### src/rtl/cache_miss_buffer_pkg.sv
// Shared types for the cache miss buffer.
package cache_miss_buffer_pkg;

   // Lifecycle of one outstanding-miss entry
   typedef enum logic [1:0] {
      MB_FREE   = 2'd0,
      MB_ISSUE  = 2'd1,
      MB_WAIT   = 2'd2,
      MB_REFILL = 2'd3
   } mb_state_e;

endpackage

### src/rtl/cache_miss_buffer_entry.sv
// One outstanding-miss entry: state, line address, dirty flag and line buffer.
module cache_miss_buffer_entry
   import cache_miss_buffer_pkg::*;
#(
   parameter int unsigned PA_BITS = 56,
   parameter int unsigned LINELEN = 512
) (
   input  logic               clk,
   input  logic               reset,
   input  logic               i_alloc,
   input  logic               i_merge,
   input  logic [PA_BITS-1:0] i_line_adr,
   input  logic               i_write,
   input  logic               i_issue_done,
   input  logic               i_fill,
   input  logic [LINELEN-1:0] i_fill_data,
   input  logic               i_refill_done,
   output mb_state_e          o_state,
   output logic [PA_BITS-1:0] o_adr,
   output logic               o_dirty,
   output logic [LINELEN-1:0] o_data
);

   mb_state_e          r_state;
   mb_state_e          w_state_next;
   logic [PA_BITS-1:0] r_adr;
   logic               r_dirty;
   logic [LINELEN-1:0] r_data;

   // State register; reset frees the entry immediately
   always_ff @(posedge clk or posedge reset) begin
      if (reset) r_state <= MB_FREE;
      else       r_state <= w_state_next;
   end

   // Next-state: FREE -> ISSUE -> WAIT -> REFILL -> FREE
   always_comb begin
      w_state_next = r_state;
      case (r_state)
         MB_FREE:   if (i_alloc)       w_state_next = MB_ISSUE;
         MB_ISSUE:  if (i_issue_done)  w_state_next = MB_WAIT;
         MB_WAIT:   if (i_fill)        w_state_next = MB_REFILL;
         MB_REFILL: if (i_refill_done) w_state_next = MB_FREE;
         default:                      w_state_next = MB_FREE;
      endcase
   end

   // Payload storage survives reset; a merge only ever raises dirty
   always_ff @(posedge clk) begin
      if (i_alloc) begin
         r_adr   <= i_line_adr;
         r_dirty <= i_write;
      end else if (i_merge) begin
         r_dirty <= r_dirty | i_write;
      end
      if (i_fill) r_data <= i_fill_data;
   end

   assign o_state = r_state;
   assign o_adr   = r_adr;
   assign o_dirty = r_dirty;
   assign o_data  = r_data;

endmodule

### src/rtl/cache_miss_buffer.sv
// Outstanding-miss buffer: merges same-line misses, issues line fetches, returns refills.
module cache_miss_buffer
   import cache_miss_buffer_pkg::*;
#(
   parameter int unsigned PA_BITS    = 56,
   parameter int unsigned LINELEN    = 512,
   parameter int unsigned NUMENTRIES = 4
) (
   input  logic                          clk,
   input  logic                          reset,
   input  logic                          MissValid,
   input  logic [PA_BITS-1:0]            MissAdr,
   input  logic                          MissWrite,
   output logic                          MissReady,
   output logic [$clog2(NUMENTRIES)-1:0] MissId,
   input  logic                          FlushStage,
   output logic                          BusReqValid,
   output logic [PA_BITS-1:0]            BusReqAdr,
   output logic [$clog2(NUMENTRIES)-1:0] BusReqId,
   input  logic                          BusReqReady,
   input  logic                          FillValid,
   input  logic [$clog2(NUMENTRIES)-1:0] FillId,
   input  logic [LINELEN-1:0]            FillData,
   output logic                          RefillValid,
   output logic [PA_BITS-1:0]            RefillAdr,
   output logic [LINELEN-1:0]            RefillData,
   output logic                          RefillDirty,
   input  logic                          RefillReady,
   output logic                          Full,
   output logic                          Empty
);

   localparam int unsigned ID_W = $clog2(NUMENTRIES);
   localparam logic [PA_BITS-1:0] OFF_MASK = PA_BITS'(LINELEN / 8 - 1);

   // Lowest set bit as a one-hot vector
   function automatic logic [NUMENTRIES-1:0] lowest_one_hot(input logic [NUMENTRIES-1:0] v);
      return v & (~v + NUMENTRIES'(1));
   endfunction

   // One-hot to index via AND-OR
   function automatic logic [ID_W-1:0] one_hot_to_id(input logic [NUMENTRIES-1:0] v);
      logic [ID_W-1:0] id;
      id = '0;
      for (int i = 0; i < NUMENTRIES; i++) id = id | ({ID_W{v[i]}} & ID_W'(i));
      return id;
   endfunction

   mb_state_e          w_state [NUMENTRIES];
   logic [PA_BITS-1:0] w_adr   [NUMENTRIES];
   logic [LINELEN-1:0] w_data  [NUMENTRIES];
   logic [NUMENTRIES-1:0] w_dirty;
   logic [NUMENTRIES-1:0] w_free, w_issue, w_wait, w_refill, w_hit, w_refill_hit;
   logic [NUMENTRIES-1:0] w_alloc_oh, w_issue_oh, w_refill_oh;
   logic [NUMENTRIES-1:0] w_alloc, w_merge, w_issue_done, w_fill, w_refill_done;
   logic [PA_BITS-1:0]    w_miss_line;
   logic                  w_any_hit, w_accept;

   assign w_miss_line = MissAdr & ~OFF_MASK;

   // Per-entry state decode and line-address match
   always_comb begin
      w_free = '0; w_issue = '0; w_wait = '0; w_refill = '0;
      w_hit = '0; w_refill_hit = '0; w_fill = '0;
      for (int i = 0; i < NUMENTRIES; i++) begin
         w_free[i]       = (w_state[i] == MB_FREE);
         w_issue[i]      = (w_state[i] == MB_ISSUE);
         w_wait[i]       = (w_state[i] == MB_WAIT);
         w_refill[i]     = (w_state[i] == MB_REFILL);
         w_hit[i]        = (w_issue[i] | w_wait[i]) & (w_adr[i] == w_miss_line);
         w_refill_hit[i] = w_refill[i] & (w_adr[i] == w_miss_line);
         w_fill[i]       = FillValid & (FillId == ID_W'(i)) & w_wait[i];
      end
   end

   assign w_alloc_oh  = lowest_one_hot(w_free);
   assign w_issue_oh  = lowest_one_hot(w_issue);
   assign w_refill_oh = lowest_one_hot(w_refill);

   // Miss acceptance: merge into a pending fetch, else allocate unless the line is mid-refill
   assign w_any_hit = |w_hit;
   assign MissReady = w_any_hit | (~|w_refill_hit & |w_free);
   assign MissId    = w_any_hit ? one_hot_to_id(w_hit) : one_hot_to_id(w_alloc_oh);
   assign w_accept  = MissValid & MissReady & ~FlushStage;
   assign w_merge   = {NUMENTRIES{w_accept}} & w_hit;
   assign w_alloc   = {NUMENTRIES{w_accept & ~w_any_hit}} & w_alloc_oh;

   assign w_issue_done  = w_issue_oh & {NUMENTRIES{BusReqReady}};
   assign w_refill_done = w_refill_oh & {NUMENTRIES{RefillReady}};

   // Entry storage
   for (genvar g = 0; g < NUMENTRIES; g++) begin : g_entry
      cache_miss_buffer_entry #(
         .PA_BITS (PA_BITS),
         .LINELEN (LINELEN)
      ) u_entry (
         .clk           (clk),
         .reset         (reset),
         .i_alloc       (w_alloc[g]),
         .i_merge       (w_merge[g]),
         .i_line_adr    (w_miss_line),
         .i_write       (MissWrite),
         .i_issue_done  (w_issue_done[g]),
         .i_fill        (w_fill[g]),
         .i_fill_data   (FillData),
         .i_refill_done (w_refill_done[g]),
         .o_state       (w_state[g]),
         .o_adr         (w_adr[g]),
         .o_dirty       (w_dirty[g]),
         .o_data        (w_data[g])
      );
   end

   // AND-OR selection of the bus-request and refill payloads
   always_comb begin
      BusReqAdr   = '0;
      RefillAdr   = '0;
      RefillData  = '0;
      RefillDirty = 1'b0;
      for (int i = 0; i < NUMENTRIES; i++) begin
         BusReqAdr   = BusReqAdr  | ({PA_BITS{w_issue_oh[i]}}  & w_adr[i]);
         RefillAdr   = RefillAdr  | ({PA_BITS{w_refill_oh[i]}} & w_adr[i]);
         RefillData  = RefillData | ({LINELEN{w_refill_oh[i]}} & w_data[i]);
         RefillDirty = RefillDirty | (w_refill_oh[i] & w_dirty[i]);
      end
   end

   assign BusReqValid = |w_issue;
   assign BusReqId    = one_hot_to_id(w_issue_oh);
   assign RefillValid = |w_refill;
   assign Full        = ~|w_free;
   assign Empty       = &w_free;

endmodule
### config.mk
export PLATFORM = sky130hd
export DESIGN_NAME = cache_miss_buffer
export DESIGN_NICKNAME = d
export VERILOG_FILES = /design/src/rtl/cache_miss_buffer_pkg.sv /design/src/rtl/cache_miss_buffer_entry.sv /design/src/rtl/cache_miss_buffer.sv
export SDC_FILE = /design/constraint.sdc
export NUM_CORES = 2
export LEC_CHECK = 0
export CORE_AREA = 2 2 468 470
export CTS_CLUSTER_DIAMETER = 60
export DETAILED_ROUTE_END_ITERATION = 12
export DIE_AREA = 0 0 470 472
export SYNTH_ARGS = -nofsm -noshare
export SYNTH_HDL_FRONTEND = slang
export SYNTH_SLANG_ARGS = --single-unit
### constraint.sdc
create_clock -name clk -period 39 [get_ports clk]
set_input_delay 7.8 -clock clk [delete_from_list [all_inputs] [get_ports clk]]
set_output_delay 7.8 -clock clk [all_outputs]
set_load 0.02 [all_outputs]
==> metrics.md <==
| Metric | Value |
|---|---|
| Outcome | `finished, final reports clean` |
| Total Routing Usage GR | `23.62%` |
| Hold Path Depth | `1` |
| Clock root cell | `clkbuf_16` |
| Register area share after synthesis | `78.66%` |
| Fin worst setup slack | `19380 ps` |
| Clock Sinks | `2260` |
| CP Capture Type | `output port` |
| Unrepaired setup endpoints after global routing | `false` |
| Starting density of the core | `39.82%` |
| Die height | `472 um` |
| RR Startpoint | `g_entry[1].u_entry.o_state[0]` |
| Mapped Area | `86230 um^2` |
| Routed wl met2 | `130.6 mm` |
| Setup TNS | `0 ps` |
| Post-Syn Instances | `5063` |
| CP most frequent cell | `clkdlybuf4s50_1` |
| Num rows | `171` |
| Worst Path Required | `31200 ps` |
| Reg2Reg Capture Point | `g_entry[1].u_entry.o_data[451]` |
| WS Path Type | `in -> out` |
| Final Hold Fails | `0` |
| Pre-CTS WS | `19510 ps` |
| Crit path max fanout | `8` |
| Min-Delay Path Class | `reg -> reg` |
| Final Instance Area | `108700 um^2` |
| Ranking of synthesized cells by area | `edfxtp_1 (78%), a221o_1 (7.1%), a22oi_1 (4.9%)` |
| Post-synth EDFFs | `2252` |
| DRT Pass-1 Iters | `6` |
| Global-route wire length before repair | `380.9 mm` |
| Post-layout minimum cycle time | `19620 ps` |
| Max Slew Vio Count | `0` |
| Clk_skew | `95.83 ps` |
| #FFs+latches synth | `2260` |
| Vias | `52564` |
| PD cells | `78.33 nW/um^2` |
| Crit. Startpoint | `MissAdr[13]` |
| Clock Pin Slew Worst Setup and Hold Paths | `60 ps` |
| Number of global-route vias before repair | `51128` |
| DP Wirelength | `174.1 mm` |
| Metal3 WL | `25.00 mm` |
| Hold EP | `g_entry[2].u_entry.o_dirty` |
| Worst r2r path cells | `7` |
| # IOs | `1212` |
| Cells along the critical path | `clkdlybuf4s50_1 -> xor2_1 -> nor4_1 -> and4_1 -> and3_1 -> a2111oi_2 -> and2_4 -> o21ai_0 -> nand2_1 -> clkdlybuf4s50_1` |
| Async S/R FF share, synth | `0.3540%` |
| Share of cells above drive strength 1 | `6.493%` |
| Gpl congestion | `0.9432` |
| Largest net degree at the start of global routing | `188` |
| P_leak | `35.30 nW` |
| Dpl cells | `8826` |
| Maxcap violations | `0` |
| Drc violations | `0` |
| Synth cell types | `63` |
| Slowest Stage Delay on Critical Path | `740 ps` |
| CTS tree | `done` |
| DRT iter0 DRCs | `5240` |
| Yosys warnings | `0` |
| CTS buffer count | `233` |
| Crit path launch type | `input pin` |
| Worst skew pair latency | `890 ps` |
| NumNets Final | `6801` |
| Initial antenna violation count | `101` |
| Max Used Layer | `met5` |
| Final instance count without filler cells | `9298` |
| Hold path startpoint | `g_entry[2].u_entry.o_dirty` |
| Final Setup Violations | `0` |
| CTS Hold Bufs | `0` |
| Synth top area share | `78.43%` |
| CORE AREA | `216500 um^2` |
| Leading register cell type out of synthesis | `edfxtp_1` |
| Average wire per standard cell | `29.24 um` |
| Peak VDD IR | `0.00005982 V` |
| Period utilisation layout | `50.30%` |
| Worst-Margin Slew | `1251 ps` |
| F_max | `50.97 MHz` |
| Fill cell count | `17989` |
| Crit path DAT | `11820 ps` |
| Die area | `221800 um^2` |
| Post-DP Area | `101100 um^2` |
| Met1 WL | `106.9 mm` |
| H-Tree Depth | `4` |
| Syn_area_per_cell | `17.03 um^2` |
| Highest-delay cell along the critical path | `clkdlybuf4s50_1` |
| Max_slew headroom | `16.63%` |
| WL final | `271.9 mm` |
| Die X | `470 um` |
| Final ANT Viol Nets | `0` |
| Drt via density | `5.653` |
| Post-CTS Setup Bufs | `0` |
| Post_cts resized | `0` |
| Remaining global-route overflow | `0` |
| Max clock buf depth | `3` |
| Post-synth top area cell | `edfxtp_1` |
| P&R area growth vs syn | `26.01%` |
| Worst R2R Setup Slack | `34590 ps` |
| IO Port Bufs | `1193` |
-- report_power, final --
part / total [mW] / internal [mW] / switching, mW / leakage (nW)
logic: 3.49 / 1.35 / 2.14 / 11.3
registers: 2.87 / 2.83 / 0.0459 / 20.4
clock network: 2.15 / 1.20 / 0.945 / 3.59
total: 8.51 / 5.38 / 3.13 / 35.3
-- registers in the layout, indices dropped and copies added, names as in the netlist --
name	flops
g_entry.u_entry.o_dirty	4
g_entry.u_entry.o_state	8
g_entry.u_entry.o_adr	200
g_entry.u_entry.o_data	2048
-- synth_stat cells (2+ instances only) --
| master | instances |
|---|---|
| edfxtp_1 | 2252 |
| nor2_1 | 683 |
| a221o_1 | 612 |
| a22oi_1 | 562 |
| clkbuf_1 | 343 |
| xor2_1 | 200 |
| nor4_1 | 101 |
| nand2_1 | 71 |
| a21oi_1 | 56 |
| inv_1 | 23 |
| nand3_1 | 18 |
| ha_1 | 16 |
| nand4_1 | 15 |
| buf_4 | 12 |
| and3_1 | 8 |
| dfrtp_1 | 8 |
| o21ai_0 | 6 |
| nor2b_1 | 5 |
| nor3_1 | 5 |
| and4_1 | 4 |
| buf_1 | 4 |
| and2_1 | 3 |
| nand2b_1 | 3 |
| nor3_2 | 3 |
| o21a_1 | 3 |
| a21o_1 | 2 |
| a222oi_1 | 2 |
| a311oi_1 | 2 |
| a31oi_1 | 2 |
| and4bb_2 | 2 |
| nand3b_1 | 2 |
| o211ai_1 | 2 |
| o311ai_1 | 2 |
| or4_4 | 2 |
-- layout by cell type, fill, tap and decap left out, drive strengths merged, types with 3 or more instances in the layout --
master and count:
a22oi 562, dfrtp 8, inv 32, o21a 3, diode 37, nand2b 3
nand3 19, nor4 103, nor2b 5, nand4 16, xor2 200, conb 12
bufinv 15, and4bb 3, buf 66, nor2 683, clkbuf 284, edfxtp 2252
ha 16, nand2 72, and4 5, clkdlybuf4s50 1193, clkinvlp 7, nor3 8
and3 8, clkinv 121, o21ai 7, and2 4, a21oi 56, a221o 612
-- per-stage QoR --
step | hold slack [ps] | total power [mW] | util (%)
2_1_floorplan | 517.1 | 4.818 | -
3_3_place_gp | 543.7 | 6.420 | 46.71
3_5_place_dp | 550.8 | 6.421 | 46.71
4_1_cts | 565.9 | 8.582 | 50.14
5_1_grt | 593.5 | 8.826 | 50.17
6_report | 569.9 | 8.511 | 50.18
-- area by class of cell --
cell class	instances	area [um^2]	area share, %
inverters	24	91.34	0.08406
clock buffers	284	6022	5.542
diodes	37	92.59	0.08521
multi-input cells	2429	17040	15.68
repair buffers	1259	12610	11.61
clock inverters	151	1403	1.291
well taps	2854	3571	3.286
flip-flops and latches	2260	67830	62.42
-- worst max-delay path by stage --
stage | endpoint | depth (start not counted)
global route | MissId[1] | 10
CTS | MissId[1] | 10
finish | MissId[1] | 10
global placement | MissId[1] | 10
floorplan | g_entry[0].u_entry.o_data[0] | 3
detailed placement | MissId[1] | 10
-- per-layer routing --
layer  track usage, %  vias up
met5                0        -
met4            8.209       78
met3            8.401      434
met2            38.04     2077
met1            29.52    26847
li1                 -    23128
-- worst max-delay path: cells and delay by family --
kind | cells | cell delay, ps
xor gates and xnor gates | 1 | 570
buffers and inverters | 2 | 1480
AOI/OAI and AO/OA | 2 | 810
and+or+nand+nor | 5 | 1140
-- kinds of logic after synthesis --
| logic type | after synthesis | share of synthesized area, % |
|---|---|---|
| AOI/OAI and AO/OA | 1265 | 12.65 |
| xor gates and xnor gates | 200 | 2.031 |
| adders and majority gates | 16 | 0.2322 |
| buffers and inverters | 385 | 1.738 |
| DFF | 2260 | 78.66 |
| other | 1 | 0.004349 |
| and+or+nand+nor | 936 | 4.690 |
Note: power is estimated with default switching activity, not from simulation.
